### config.mk
export PLATFORM = sky130hd
export DESIGN_NAME = classifier_dispatcher
export DESIGN_NICKNAME = d
export VERILOG_FILES = /design/src/rtl/network_pkg.sv /design/src/rtl/packet_fifo.sv /design/src/rtl/classifier_dispatcher.sv
export SDC_FILE = /design/constraint.sdc
export NUM_CORES = 1
export LEC_CHECK = 0
export CORE_MARGIN = 5
export CORE_UTILIZATION = 40
export CTS_CLUSTER_DIAMETER = 30
export DETAILED_ROUTE_END_ITERATION = 10
export SYNTH_ARGS = -nofsm -noshare
export SYNTH_HDL_FRONTEND = slang
export SYNTH_SLANG_ARGS = --single-unit
### constraint.sdc
create_clock -name clk -period 5 [get_ports clk]
set_input_delay 1 -clock clk [delete_from_list [all_inputs] [get_ports clk]]
set_output_delay 1 -clock clk [all_outputs]
set_load 0.02 [all_outputs]
### src/rtl/network_pkg.sv
// rtl/network_pkg.sv - shared packet, result and dispatcher state types
//
// Types used by the classifier dispatcher and its packet FIFO:
//   packet_s           host packet header (src/dst ip, src/dst port, protocol)
//   dispatch_result_s  first/last rule bounds returned by the classifier
//   dispatch_state_e   dispatcher FSM states
package network_pkg;

    typedef struct packed {
        logic [31:0] src_ip;
        logic [31:0] dst_ip;
        logic [15:0] src_port;
        logic [15:0] dst_port;
        logic [7:0]  protocol;
    } packet_s;

    typedef struct packed {
        logic [31:0] first_src_ip;
        logic [31:0] first_dst_ip;
        logic [15:0] first_src_port;
        logic [15:0] first_dst_port;
        logic [7:0]  first_protocol;
        logic [31:0] last_src_ip;
        logic [31:0] last_dst_ip;
        logic [15:0] last_src_port;
        logic [15:0] last_dst_port;
        logic [7:0]  last_protocol;
    } dispatch_result_s;

    typedef enum logic [2:0] {
        IDLE,
        ISSUE,
        WAIT_BUSY,
        WAIT_DONE,
        PRESENT
    } dispatch_state_e;

    localparam int PACKET_W = $bits(packet_s);
    localparam int RESULT_W = $bits(dispatch_result_s);

endpackage

### src/rtl/packet_fifo.sv
// rtl/packet_fifo.sv - small synchronous FIFO with registered head data
//
// Ports:
//   clk, reset        clock, synchronous active-high reset
//   push, wr_data     write request (ignored while full) and data
//   pop               read request (ignored while empty)
//   rd_data           registered head entry, valid while !empty
//   full, empty       occupancy flags
module packet_fifo #(
    parameter int DEPTH = 4,
    parameter int WIDTH = 8
) (
    input  logic             clk,
    input  logic             reset,
    input  logic             push,
    input  logic [WIDTH-1:0] wr_data,
    input  logic             pop,
    output logic [WIDTH-1:0] rd_data,
    output logic             full,
    output logic             empty
);

    localparam int PTR_W = $clog2(DEPTH);
    localparam logic [PTR_W:0] CNT_FULL = (PTR_W + 1)'(DEPTH);
    localparam logic [PTR_W:0] CNT_ONE  = (PTR_W + 1)'(1);

    logic [WIDTH-1:0] mem [DEPTH];
    logic [PTR_W-1:0] wr_ptr;
    logic [PTR_W-1:0] rd_ptr;
    logic [PTR_W-1:0] rd_ptr_nxt;
    logic [PTR_W:0]   count;
    logic             do_push;
    logic             do_pop;

    assign full       = (count == CNT_FULL);
    assign empty      = (count == '0);
    assign do_push    = push && !full;
    assign do_pop     = pop && !empty;
    assign rd_ptr_nxt = rd_ptr + PTR_W'(1);

    always_ff @(posedge clk) begin
        if (do_push) begin
            mem[wr_ptr] <= wr_data;
        end
    end

    always_ff @(posedge clk) begin
        if (reset) begin
            wr_ptr  <= '0;
            rd_ptr  <= '0;
            count   <= '0;
            rd_data <= '0;
        end else begin
            if (do_push) begin
                wr_ptr <= wr_ptr + PTR_W'(1);
            end
            if (do_pop) begin
                rd_ptr <= rd_ptr_nxt;
            end
            count <= count + (PTR_W + 1)'(do_push) - (PTR_W + 1)'(do_pop);
            // The head register must track whichever entry becomes the head:
            // the incoming word when the FIFO is (or is about to be) empty,
            // otherwise the already-stored word behind the one being popped.
            if (do_push && (empty || (do_pop && count == CNT_ONE))) begin
                rd_data <= wr_data;
            end else if (do_pop && count > CNT_ONE) begin
                rd_data <= mem[rd_ptr_nxt];
            end
        end
    end

endmodule

### src/rtl/classifier_dispatcher.sv
// rtl/classifier_dispatcher.sv - queues host packets and issues them to the classifier one at a time
//
// Optional feature macro: CLASSIFY_TIMEOUT_EN (busy watchdog aborting a stuck transaction).
// Ports:
//   clk, reset                  clock, synchronous active-high reset
//   in_valid/in_ready/in_packet host packet input (in_ready = FIFO not full)
//   cls_valid                   one-cycle issue pulse to the classifier
//   cls_src_ip..cls_protocol    issued packet fields, held until the next issue
//   cls_ready                   classifier ready_to_process
//   cls_first_*/cls_last_*      rule bounds returned by the classifier
//   out_valid/out_ready         result handshake
//   out_tag, out_result         sequence tag and captured bounds of the result
//   out_timeout                 result was aborted by the watchdog
module classifier_dispatcher
    import network_pkg::*;
#(
    parameter int FIFO_DEPTH     = 4,
    parameter int TAG_W          = 8,
    parameter int TIMEOUT_CYCLES = 1024
) (
    input  logic                clk,
    input  logic                reset,
    input  logic                in_valid,
    output logic                in_ready,
    input  logic [PACKET_W-1:0] in_packet,
    output logic                cls_valid,
    output logic [31:0]         cls_src_ip,
    output logic [31:0]         cls_dst_ip,
    output logic [15:0]         cls_src_port,
    output logic [15:0]         cls_dst_port,
    output logic [7:0]          cls_protocol,
    input  logic                cls_ready,
    input  logic [31:0]         cls_first_src_ip,
    input  logic [31:0]         cls_first_dst_ip,
    input  logic [15:0]         cls_first_src_port,
    input  logic [15:0]         cls_first_dst_port,
    input  logic [7:0]          cls_first_protocol,
    input  logic [31:0]         cls_last_src_ip,
    input  logic [31:0]         cls_last_dst_ip,
    input  logic [15:0]         cls_last_src_port,
    input  logic [15:0]         cls_last_dst_port,
    input  logic [7:0]          cls_last_protocol,
    output logic                out_valid,
    input  logic                out_ready,
    output logic [TAG_W-1:0]    out_tag,
    output logic [RESULT_W-1:0] out_result,
    output logic                out_timeout
);

    dispatch_state_e  state;
    dispatch_state_e  next_state;
    logic             fifo_full;
    logic             fifo_empty;
    logic             fifo_pop;
    logic [PACKET_W-1:0] fifo_head;
    packet_s          cls_pkt;
    logic [TAG_W-1:0] tag_cnt;
    logic [TAG_W-1:0] issue_tag;
    dispatch_result_s bounds;
    logic             capture;
    logic             abort;
    logic             release_out;
    logic             timeout_hit;

    assign in_ready = !fifo_full;

    packet_fifo #(
        .DEPTH (FIFO_DEPTH),
        .WIDTH (PACKET_W)
    ) u_packet_fifo (
        .clk     (clk),
        .reset   (reset),
        .push    (in_valid),
        .wr_data (in_packet),
        .pop     (fifo_pop),
        .rd_data (fifo_head),
        .full    (fifo_full),
        .empty   (fifo_empty)
    );

    assign cls_src_ip   = cls_pkt.src_ip;
    assign cls_dst_ip   = cls_pkt.dst_ip;
    assign cls_src_port = cls_pkt.src_port;
    assign cls_dst_port = cls_pkt.dst_port;
    assign cls_protocol = cls_pkt.protocol;

    always_comb begin
        bounds                = '0;
        bounds.first_src_ip   = cls_first_src_ip;
        bounds.first_dst_ip   = cls_first_dst_ip;
        bounds.first_src_port = cls_first_src_port;
        bounds.first_dst_port = cls_first_dst_port;
        bounds.first_protocol = cls_first_protocol;
        bounds.last_src_ip    = cls_last_src_ip;
        bounds.last_dst_ip    = cls_last_dst_ip;
        bounds.last_src_port  = cls_last_src_port;
        bounds.last_dst_port  = cls_last_dst_port;
        bounds.last_protocol  = cls_last_protocol;
    end

    always_ff @(posedge clk) begin
        if (reset) begin
            state <= IDLE;
        end else begin
            state <= next_state;
        end
    end

    always_comb begin
        next_state  = state;
        fifo_pop    = 1'b0;
        capture     = 1'b0;
        abort       = 1'b0;
        release_out = 1'b0;
        case (state)
            IDLE: begin
                // Waiting for cls_ready also keeps a classifier that is still
                // busy after a watchdog abort from being issued a second packet.
                if (!fifo_empty && cls_ready) begin
                    fifo_pop   = 1'b1;
                    next_state = ISSUE;
                end
            end
            ISSUE: begin
                next_state = WAIT_BUSY;
            end
            WAIT_BUSY: begin
                if (timeout_hit) begin
                    abort      = 1'b1;
                    next_state = PRESENT;
                end else if (!cls_ready) begin
                    next_state = WAIT_DONE;
                end
            end
            WAIT_DONE: begin
                // A real completion wins over a watchdog expiring the same cycle.
                if (cls_ready) begin
                    capture    = 1'b1;
                    next_state = PRESENT;
                end else if (timeout_hit) begin
                    abort      = 1'b1;
                    next_state = PRESENT;
                end
            end
            PRESENT: begin
                if (out_ready) begin
                    release_out = 1'b1;
                    next_state  = IDLE;
                end
            end
            default: begin
                next_state = IDLE;
            end
        endcase
    end

    always_ff @(posedge clk) begin
        if (reset) begin
            cls_pkt    <= '0;
            cls_valid  <= 1'b0;
            tag_cnt    <= '0;
            issue_tag  <= '0;
            out_valid  <= 1'b0;
            out_tag    <= '0;
            out_result <= '0;
        end else begin
            // Pop only happens on IDLE->ISSUE, so this is the one-cycle issue pulse.
            cls_valid <= fifo_pop;
            if (fifo_pop) begin
                cls_pkt   <= fifo_head;
                issue_tag <= tag_cnt;
                tag_cnt   <= tag_cnt + TAG_W'(1);
            end
            if (capture) begin
                out_result <= bounds;
                out_tag    <= issue_tag;
                out_valid  <= 1'b1;
            end else if (abort) begin
                out_result <= '0;
                out_tag    <= issue_tag;
                out_valid  <= 1'b1;
            end else if (release_out) begin
                out_valid <= 1'b0;
            end
        end
    end

`ifdef CLASSIFY_TIMEOUT_EN
    localparam int BUSY_W = $clog2(TIMEOUT_CYCLES + 1);

    logic [BUSY_W-1:0] busy_cnt;

    // busy_cnt holds the number of busy cycles already elapsed, so the
    // current cycle is the last allowed one when it equals TIMEOUT_CYCLES-1.
    assign timeout_hit = (busy_cnt == BUSY_W'(TIMEOUT_CYCLES - 1));

    always_ff @(posedge clk) begin
        if (reset) begin
            busy_cnt    <= '0;
            out_timeout <= 1'b0;
        end else begin
            if (state == ISSUE) begin
                busy_cnt <= '0;
            end else if (state == WAIT_BUSY || state == WAIT_DONE) begin
                busy_cnt <= busy_cnt + BUSY_W'(1);
            end
            if (abort) begin
                out_timeout <= 1'b1;
            end else if (release_out) begin
                out_timeout <= 1'b0;
            end
        end
    end
`else
    assign timeout_hit = 1'b0;
    assign out_timeout = 1'b0;
`endif

endmodule

### After elaboration in Yosys (flattened, before gate mapping)

Memories as Yosys holds them, arrays and structs flattened.
Index checks and enable logic that the tools add are counted.

| word-level totals | value |
|---|---|
| bits in registers | 452 |
| bits in latches | 0 |
| bits in writable memories | 416 |
| bits in read-only memories | 0 |
| input bits | 317 |
| output and inout port bits | 324 |
| word-level logic and storage cells | 66 |
| memories kept | 1 |

Memory list:

| name | words | width | read ports | clocked after memory_dff | write ports | line | RTL |
|---|---|---|---|---|---|---|---|
| u_packet_fifo.mem | 4 | 104 | 1 | 0 | 1 | packet_fifo.sv:27 | `logic [WIDTH-1:0] mem [DEPTH];` |

| cells by class | value |
|---|---|
| add/sub/neg operators | 5 |
| multiply operators | 0 |
| div/mod/pow operators | 0 |
| $lt $le $gt $ge | 1 |
| equal/unequal tests | 10 |
| shifts and indexed selects | 0 |
| muxes and demuxes | 19 |
| bitwise gates (word level) | 0 |
| reductions and logical operators | 14 |

Operators by type and width:

| operator | count |
|---|---|
| two-way mux 104 bit | 2 |
| two-way mux 208 bit | 1 |
| case mux 3 bit (5 select lines) | 1 |
| two-way mux 3 bit | 4 |
| two-way mux 1 bit | 10 |
| adder 8 x 1 -> 8 bit (second input constant) | 1 |
| two-way mux 8 bit | 1 |
| != test 2 bit (second input constant) | 4 |
| equality test 3 x 1 -> 1 bit (second input constant) | 2 |
| equality test 3 x 2 -> 1 bit (second input constant) | 2 |
| equality test 3 bit (second input constant) | 2 |
| logical AND 1 bit | 6 |
| logical NOT 3 bit | 2 |
| adder 2 x 1 -> 2 bit (second input constant) | 2 |
| AND reduction 4 bit | 1 |
| nonzero test 2 bit | 2 |
| adder 3 x 1 -> 3 bit | 1 |
| greater-than comparator 3 x 1 -> 1 bit (second input constant) | 1 |
| subtractor 3 x 1 -> 3 bit | 1 |
| logical NOT 1 bit | 2 |
| logical OR 1 bit | 1 |

### Longest topological paths before layout

Gate-level depths: netlist of the first run.

| logic depth | value |
|---|---|
| word-level depth | 10 |
| gate-level depth with buffers | 11 |

### Modules after synthesis

Synthesis of the first run repeated with hierarchy kept, for this count alone.

| unflattened totals | value |
|---|---|
| cell total of the unflattened synthesis | 2737 |
| area total of the unflattened synthesis | 32857.8 sq um |

By module, submodules not included:

| module | times used | cells each | area each (sq um) | seq. area each (sq um) |
|---|---|---|---|---|
| packet_fifo | 1 | 1214 | 20393.3 | 14714.1 |
| classifier_dispatcher | 1 | 1523 | 12464.5 | 6826.5 |

### Worst setup path before layout of the first run

No wires, ideal clock.

| timing | value |
|---|---|
| kind | input port to flip-flop |
| start | input port in_valid |
| end | memory u_packet_fifo.mem[1][0] in the netlist's numbering, enable pin |
| data arrival time | 3881 ps |
| slack | 644 ps |
| stages on the path | 3 |
| path buffers | 0 |
| cells stage by stage | inv_1 -> a21oi_1 -> and2_1 |

| on the way | value |
|---|---|
| longest elaborated chain between the ends | 3 |

RTL lines:

| item | line | RTL |
|---|---|---|
| start: declaration | classifier_dispatcher.sv:23 | `input logic in_valid,` |
| logical AND 1 bit | packet_fifo.sv:37 | `assign do_push = push && !full;` |
| via u_packet_fifo.do_push | packet_fifo.sv:32 | `logic do_push;` |
| two-way mux 1 bit | packet_fifo.sv:42 | `if (do_push) begin` |
| two-way mux 1 bit (implied by the code) | packet_fifo.sv:43 | `mem[wr_ptr] <= wr_data;` |
| end: declaration | packet_fifo.sv:27 |  |

The timed path passes the listed nets, and every way through them passes these cells.

### Final worst setup path of the first run

| timing | value |
|---|---|
| start | input port cls_ready |
| end | register cls_pkt (netlist bit cls_src_ip[24]) |

| on the way | value |
|---|---|
| longest elaborated chain between the ends | 3 |

RTL lines:

| item | line | RTL |
|---|---|---|
| start: declaration | classifier_dispatcher.sv:32 | `input logic cls_ready,` |
| logical AND 1 bit | classifier_dispatcher.sv:119 | `if (!fifo_empty && cls_ready) begin` |
| two-way mux 1 bit | classifier_dispatcher.sv:119 |  |
| two-way mux 1 bit | classifier_dispatcher.sv:115 | `case (state)` |
| end signal: assignment | classifier_dispatcher.sv:170 | `cls_pkt <= fifo_head;` |
| end: declaration | classifier_dispatcher.sv:56 | `packet_s cls_pkt;` |

No other way between the ends.
A chain may end at the register's enable or synchronous reset.

==> results.sh, run 1 <==
export IMPL_status="finished clean"
export IMPL_slowest_stage="nor4b_2"
export IMPL_synthTopCellsByArea="edfxtp_1 38%, dfxtp_1 28%, nand2_1 9.9%"
export IMPL_ys_warn_count=0
export IMPL_finalCritPeriodShare_pct=62.3
export IMPL_p_per_area_nw_per_um2=553
export IMPL_h_tree_depth=4
export IMPL_post_cts_buffers=0
export IMPL_fin_nets=3653
export IMPL_min_to="cls_dst_port[11]$_SDFFE_PP0N_"
export IMPL_core_region_area_um2=80500
export IMPL_dp_hpwl_mm=66.3
export IMPL_cts_tree="built"
export IMPL_finalSetupViolCount=0
export IMPL_grt_usage_pct=23.1
export IMPL_hold_violations=0
export IMPL_pin_count=641
export IMPL_synthArstFlopShare_pct=0
export IMPL_hold_path_class="reg -> reg"
export IMPL_synth_seq_cells=868
export IMPL_wire_per_inst_um=22.9
export IMPL_synth_edff_count=416
export IMPL_clk_latency_ps=760
export IMPL_synth_nets=2993
export IMPL_setup_tns_ps=0
export IMPL_hold_path_depth=2
export IMPL_critPathLaunchType="primary input"
export IMPL_peakVddDrop_v=0.000319
export IMPL_vias=23400
export IMPL_synthToLayoutAreaGrowth_pct=43.1
export IMPL_avgSynthCellArea_um2=12.2
export IMPL_cts_root_buf="clkbuf_16"
export IMPL_r2r_start="u_packet_fifo.count[0]$_SDFF_PP0_"
export IMPL_slew_viol_final=0
export IMPL_netlist_top_cells_count="857 x nand2_1, 452 x dfxtp_1, 416 x edfxtp_1, 335 x a21oi_1, 146 x clkbuf_1"
export IMPL_clkTransAtPathRegs_ps=40
export IMPL_seqPwrFrac_pct=34.5
export IMPL_synth_ff_type="dfxtp_1"
export IMPL_rsz0062_at_grt="false"
export IMPL_numCtsBuffers=185
export IMPL_die_h_um=295
export IMPL_slowest_delay_ps=730
export IMPL_dieArea_um2=86900
export IMPL_drt_pass1_iterations=5
export IMPL_grt_pass1_wl_mm=153
export IMPL_stdcell_count=4557
export IMPL_p_leak_nw=15.4
export IMPL_rrSetupSlack_ps=2130
export IMPL_cp_common_cell="buf_4"
export IMPL_yosys_area_top_type="edfxtp_1"
export IMPL_num_rows=104
export IMPL_grt_met2_usage_pct=40.4
export IMPL_met3_usage_pct=6.62
export IMPL_grt_max_degree=117
export IMPL_fill_cells=6519
export IMPL_ant_nets=0
export IMPL_internal_power_mw=18.6
export IMPL_end_kind="flop"
export IMPL_timing_rr_end="cls_dst_ip[26]$_SDFFE_PP0N_"
export IMPL_postCtsHoldBufs=0
export IMPL_yosysMostFrequentCell="nand2_1"
export IMPL_pwr_share_comb_pct=17.4
export IMPL_fp_dieW_um=295
export IMPL_cts_buffer_depth=3
export IMPL_gp_congestion=0.908
export IMPL_met1_usage_pct=27.2
export IMPL_antenna_found_initial=24
export IMPL_yosysTopAreaCellShare_pct=38.5
export IMPL_path_max_fanout=67
export IMPL_min_delay_start="u_packet_fifo.rd_data[19]$_SDFFE_PP0P_"
export IMPL_place_inst=4200
export IMPL_crit_type="in -> reg"
export IMPL_r2r_cells=6
export IMPL_busiest_layer="met2"
export IMPL_power_switching_mw=7.08
export IMPL_remaining_drc_errors=0
export IMPL_cts_repair_resized=0
export IMPL_overflow=0
export IMPL_max_slew_margin_rel_pct=31.7
export IMPL_fin_crit_ps=3120
export IMPL_synth_area_um2=32400
export IMPL_max_clock_freq_mhz=321
export IMPL_avgViaCountPerCell=5.13
export IMPL_drt_iter0_markers=1362
export IMPL_grt_pass1_vias=23900
export IMPL_crit_arrival_ps=3660
export IMPL_sw_frac_of_total_pct=27.6
export IMPL_fin_worst_skew_ps=50.1
export IMPL_cap_violations=0
export IMPL_port_buffers=639
export IMPL_clockPowerShare_pct=48.1
export IMPL_drt_total_wl_mm=104
export IMPL_syn_inst=2667
export IMPL_worstPathCellList="clkdlybuf4s50_1 > nor4b_2 > nand2_4 > buf_4 > buf_4 > nand2_1 > a21oi_1"
export IMPL_worst_pin_slew_ps=1020
export IMPL_start_util_pct=40.3
export IMPL_cts_sinks=868
export IMPL_ys_seq_area_share_pct=66.4
export IMPL_synth_distinct_cells=44
export IMPL_layout_drive_gt1_share_pct=16.6
export IMPL_cp_required_ps=5540
through the flow:
step	instance area, um^2	utilization, %	power [mW]	worst slack (ps)	hold slack, ps
after floorplan	32400	-	11.9	644	432
after global routing	46400	57.6	26.8	1720	467
after global placement	39900	49.5	13.4	1190	438
after CTS	46400	57.6	26.0	1890	441
after detailed placement	39900	49.5	13.5	1130	445
final	46400	57.6	25.7	1880	435
how the worst max path moves through the flow:
stage / from / end / slack, ps
detailed placement: cls_ready / cls_src_ip[17]$_SDFFE_PP0N_ / 1130
finish: cls_ready / cls_src_ip[24]$_SDFFE_PP0N_ / 1880
global placement: cls_ready / u_packet_fifo.count[2]$_SDFF_PP0_ / 1190
global route: cls_ready / cls_src_ip[24]$_SDFFE_PP0N_ / 1720
CTS: cls_ready / cls_src_ip[28]$_SDFFE_PP0N_ / 1890
floorplan: in_valid / u_packet_fifo.mem[1][0]$_DFFE_PP_ / 640
final cells by class:
class                   instances  area (um^2)  share of cell area (%)
repair buffers                678         7040                    15.2
flip-flops and latches        868        21500                    46.4
diodes                         12         30.0                  0.0647
clock inverters               111         1450                    3.12
clock buffers                 234         5050                    10.9
well taps                    1060         1330                    2.86
inverters                      10         40.0                  0.0862
multi-input cells            1584         9940                    21.4
critical path: cells and delay by family:
kind | cells | cell delay, ps
buffers and inverters | 3 | 1440
AND/OR/NAND/NOR | 3 | 1090
AO/OA/AOI/OAI | 1 | 70
cell families after synthesis:
group | count (synthesis) | synth area share (%)
compound gates | 446 | 10.1
fa+ha+maj | 9 | 0.370
flops | 868 | 66.4
simple gates | 1015 | 12.5
other cells | 1 | 0.0116
buf+inv | 215 | 3.16
mux | 105 | 7.25
xor+xnor | 8 | 0.216
layer usage:
layer / up-vias / part of all wire, %
li1: 10900 / -
met1: 11600 / 38
met2: 669 / 51
met3: 193 / 7.1
met4: 18 / 3.2
met5: - / 0.11
power groups by stage:
stage	Combinational, mW	Clock (mW)	Sequential (mW)
final	4.47	12.4	8.87
after global routing	4.83	13.0	8.95
after CTS	4.55	12.6	8.88
after detailed placement	4.53	0	8.99
after global placement	4.47	0	8.95
after floorplan	2.88	0	8.98
cells in the final DEF (no fill, tap or decap), types with 28 or more instances in the layout:
master / Yosys / layout
a21oi_1: 335 / 335
a311oi_2: 100 / 100
buf_12: 7 / 28
clkbuf_1: 146 / 29
clkbuf_16: 0 / 188
clkdlybuf4s50_1: 0 / 638
clkinv_2: 0 / 35
dfxtp_1: 452 / 450
edfxtp_1: 416 / 416
mux4_2: 104 / 104
nand2_1: 857 / 856
nor3_1: 106 / 106
sequential cells by signal, summed over array words and instances, names as in the netlist, 3 cells and up:
register and count:
u_packet_fifo.mem 416, out_result 208, u_packet_fifo.rd_data 104, cls_dst_ip 32
cls_src_ip 32, cls_dst_port 16, cls_src_port 16, cls_protocol 8
issue_tag 8, out_tag 8, tag_cnt 8, state 3
u_packet_fifo.count 3
Note: power is estimated with default switching activity, not from simulation.
==> inputs of run 2 (changes only) <==
--- a/config.mk
+++ b/config.mk
@@ -9,6 +9,7 @@
 export CORE_UTILIZATION = 40
 export CTS_CLUSTER_DIAMETER = 30
 export DETAILED_ROUTE_END_ITERATION = 10
+export PLACE_DENSITY = 0.67
 export SYNTH_ARGS = -nofsm -noshare
 export SYNTH_HDL_FRONTEND = slang
 export SYNTH_SLANG_ARGS = --single-unit
==> constraint.sdc (replaced) <==
create_clock -name clk -period 2.75 [get_ports clk]
set_input_delay 0.55 -clock clk [delete_from_list [all_inputs] [get_ports clk]]
set_output_delay 0.55 -clock clk [all_outputs]
set_load 0.02 [all_outputs]
==> run 2 against run 1 <==
  * Critical path depth fell by 4
  * First-iteration DRC count rose by 2.3%
  * Combinational power rose by 95%
  * Sequential share of layout area fell by 0.17 points
  * Clock power rose by 65%
  * Core utilization rose by 0.21 points
  * Final area rose by 0.36%
  * Via count fell by 0.19%
  * Clock skew fell by 2.2 ps
  * Largest power group unchanged
==> results.sh, run 2 (synthesis results as in run 1) <==
export IMPL_crit_arrival_ps=2090
export IMPL_h_tree_depth=4
export IMPL_place_inst=4274
export IMPL_timing_hold_ws_ps=326
export IMPL_peakVddDrop_v=0.000642
export IMPL_place_ws_ps=-195
export IMPL_max_clock_freq_mhz=379
export IMPL_port_buffers=639
export IMPL_grt_pass1_vias=23500
export IMPL_cts_sinks=868
export IMPL_largestRegisters="u_packet_fifo.mem: 416 flops, out_result: 208 flops, u_packet_fifo.rd_data: 104 flops"
export IMPL_cts_repair_resized=0
export IMPL_layout_common_cells="856 x nand2_1, 638 x clkdlybuf4s50_1, 450 x dfxtp_1"
export IMPL_drt_total_wl_mm=98.5
export IMPL_hold_path_depth=2
export IMPL_overflow=0
export IMPL_die_h_um=295
export IMPL_drt_pass1_iterations=5
export IMPL_fin_crit_ps=2640
export IMPL_largest_reg_flops=416
export IMPL_dp_hpwl_mm=66.7
export IMPL_clkTransAtPathRegs_ps=60
export IMPL_critPathLaunchType="flop"
export IMPL_r2r_start="state[2]$_SDFFE_PP0P_"
export IMPL_layout_commonest_cell="nand2_1"
export IMPL_p_leak_nw=15.6
export IMPL_cts_buffer_depth=3
export IMPL_finalCritPeriodShare_pct=95.8
export IMPL_ant_nets=0
export IMPL_fin_worst_skew_ps=47.9
export IMPL_postCtsHoldBufs=0
export IMPL_stdcell_count=4600
export IMPL_rrSetupSlack_ps=370
export IMPL_finalSetupViolCount=0
export IMPL_grt_pass1_wl_mm=144
export IMPL_cts_root_buf="clkbuf_16"
export IMPL_gp_congestion=0.811
export IMPL_hold_violations=0
export IMPL_drt_iter0_markers=1393
export IMPL_dieArea_um2=86900
export IMPL_post_cts_buffers=0
export IMPL_clk_latency_ps=730
export IMPL_max_slew_margin_rel_pct=53.3
export IMPL_antenna_found_initial=21
export IMPL_worstPathCellList="nor2_1 > nand2_1 > clkdlybuf4s50_1"
export IMPL_vias=23300
export IMPL_hold_path_class="in -> reg"
export IMPL_num_rows=104
export IMPL_layout_drive_gt1_share_pct=17.9
export IMPL_setup_tns_ps=0
export IMPL_setup_ws_ps=115
export IMPL_avgViaCountPerCell=5.07
export IMPL_fp_dieW_um=295
export IMPL_min_delay_start="reset"
export IMPL_slowest_stage="clkdlybuf4s50_1"
export IMPL_grt_max_degree=116
export IMPL_end_kind="output port"
export IMPL_synthToLayoutAreaGrowth_pct=43.6
export IMPL_core_region_area_um2=80500
export IMPL_timing_rr_end="u_packet_fifo.rd_data[29]$_SDFFE_PP0P_"
export IMPL_rsz0062_at_grt="false"
export IMPL_remaining_drc_errors=0
export IMPL_slew_viol_final=0
export IMPL_largest_register="u_packet_fifo.mem"
export IMPL_grt_usage_pct=21.6
export IMPL_worst_pin_slew_ps=700
export IMPL_report_power_total_mw=45.3
export IMPL_r2r_cells=6
export IMPL_fin_nets=3709
export IMPL_wire_per_inst_um=21.4
export IMPL_start_util_pct=40.3
export IMPL_numCtsBuffers=167
export IMPL_pin_count=641
export IMPL_cp_required_ps=2200
export IMPL_min_to="u_packet_fifo.rd_data[52]$_SDFFE_PP0P_"
export IMPL_cap_violations=0
export IMPL_cts_tree="built"
export IMPL_path_max_fanout=5
export IMPL_p_per_area_nw_per_um2=971
export IMPL_slowest_delay_ps=730
export IMPL_crit_type="reg -> out"
export IMPL_status="finished clean"
-- run 2: where the power goes --
group          internal [mW]  switching (mW)  total, mW
sequential              15.2           0.867       16.1
clock                   13.4            7.05       20.4
combinational           3.87            4.86       8.73
-- run 2: stage by stage --
step	util, %	instance area (um^2)
4_1_cts	57.8	46600
2_1_floorplan	-	32500
6_report	57.8	46600
5_1_grt	57.8	46600
3_3_place_gp	50.6	40700
3_5_place_dp	50.6	40700
-- run 2: final cells by class --
class / instances / area [um^2]
Antenna cell: 14 / 35.0
Clock buffer: 200 / 4520
Clock inverter: 112 / 1300
Fill cell: 6480 / 34000
Inverter: 10 / 40.0
Multi-Input combinational cell: 1584 / 9940
Sequential cell: 868 / 21500
Tap cell: 1060 / 1330
Timing Repair Buffer: 752 / 7890
-- run 2: critical path, delay by kind of cell (launching register included) --
| kind | cells | cell delay, ps |
|---|---|---|
| flops | 1 | 470 |
| buf+inv | 1 | 730 |
| simple gates | 2 | 190 |
-- run 2: how the worst max path moves through the flow --
stage | startpoint | endpoint | slack (ps) | depth (start not counted)
after floorplan | in_valid | u_packet_fifo.mem[0][0]$_DFFE_PP_ | -20 | 3
after global placement | cls_ready | u_packet_fifo.rd_data[8]$_SDFFE_PP0P_ | -140 | 7
after detailed placement | cls_ready | u_packet_fifo.rd_data[34]$_SDFFE_PP0P_ | -190 | 7
after CTS | u_packet_fifo.count[0]$_SDFF_PP0_ | in_ready | 50 | 3
after global routing | u_packet_fifo.count[0]$_SDFF_PP0_ | in_ready | 20 | 3
final | u_packet_fifo.count[0]$_SDFF_PP0_ | in_ready | 110 | 3
-- run 2: metal layers --
| layer | routed length [um] | vias up | track usage (%) |
|---|---|---|---|
| met1 | 39000 | 11400 | 25.8 |
| met5 | 165 | - | 0.388 |
| li1 | - | 11000 | - |
| met2 | 48600 | 694 | 36.3 |
| met3 | 6750 | 197 | 6.22 |
| met4 | 4060 | 16 | 10.2 |
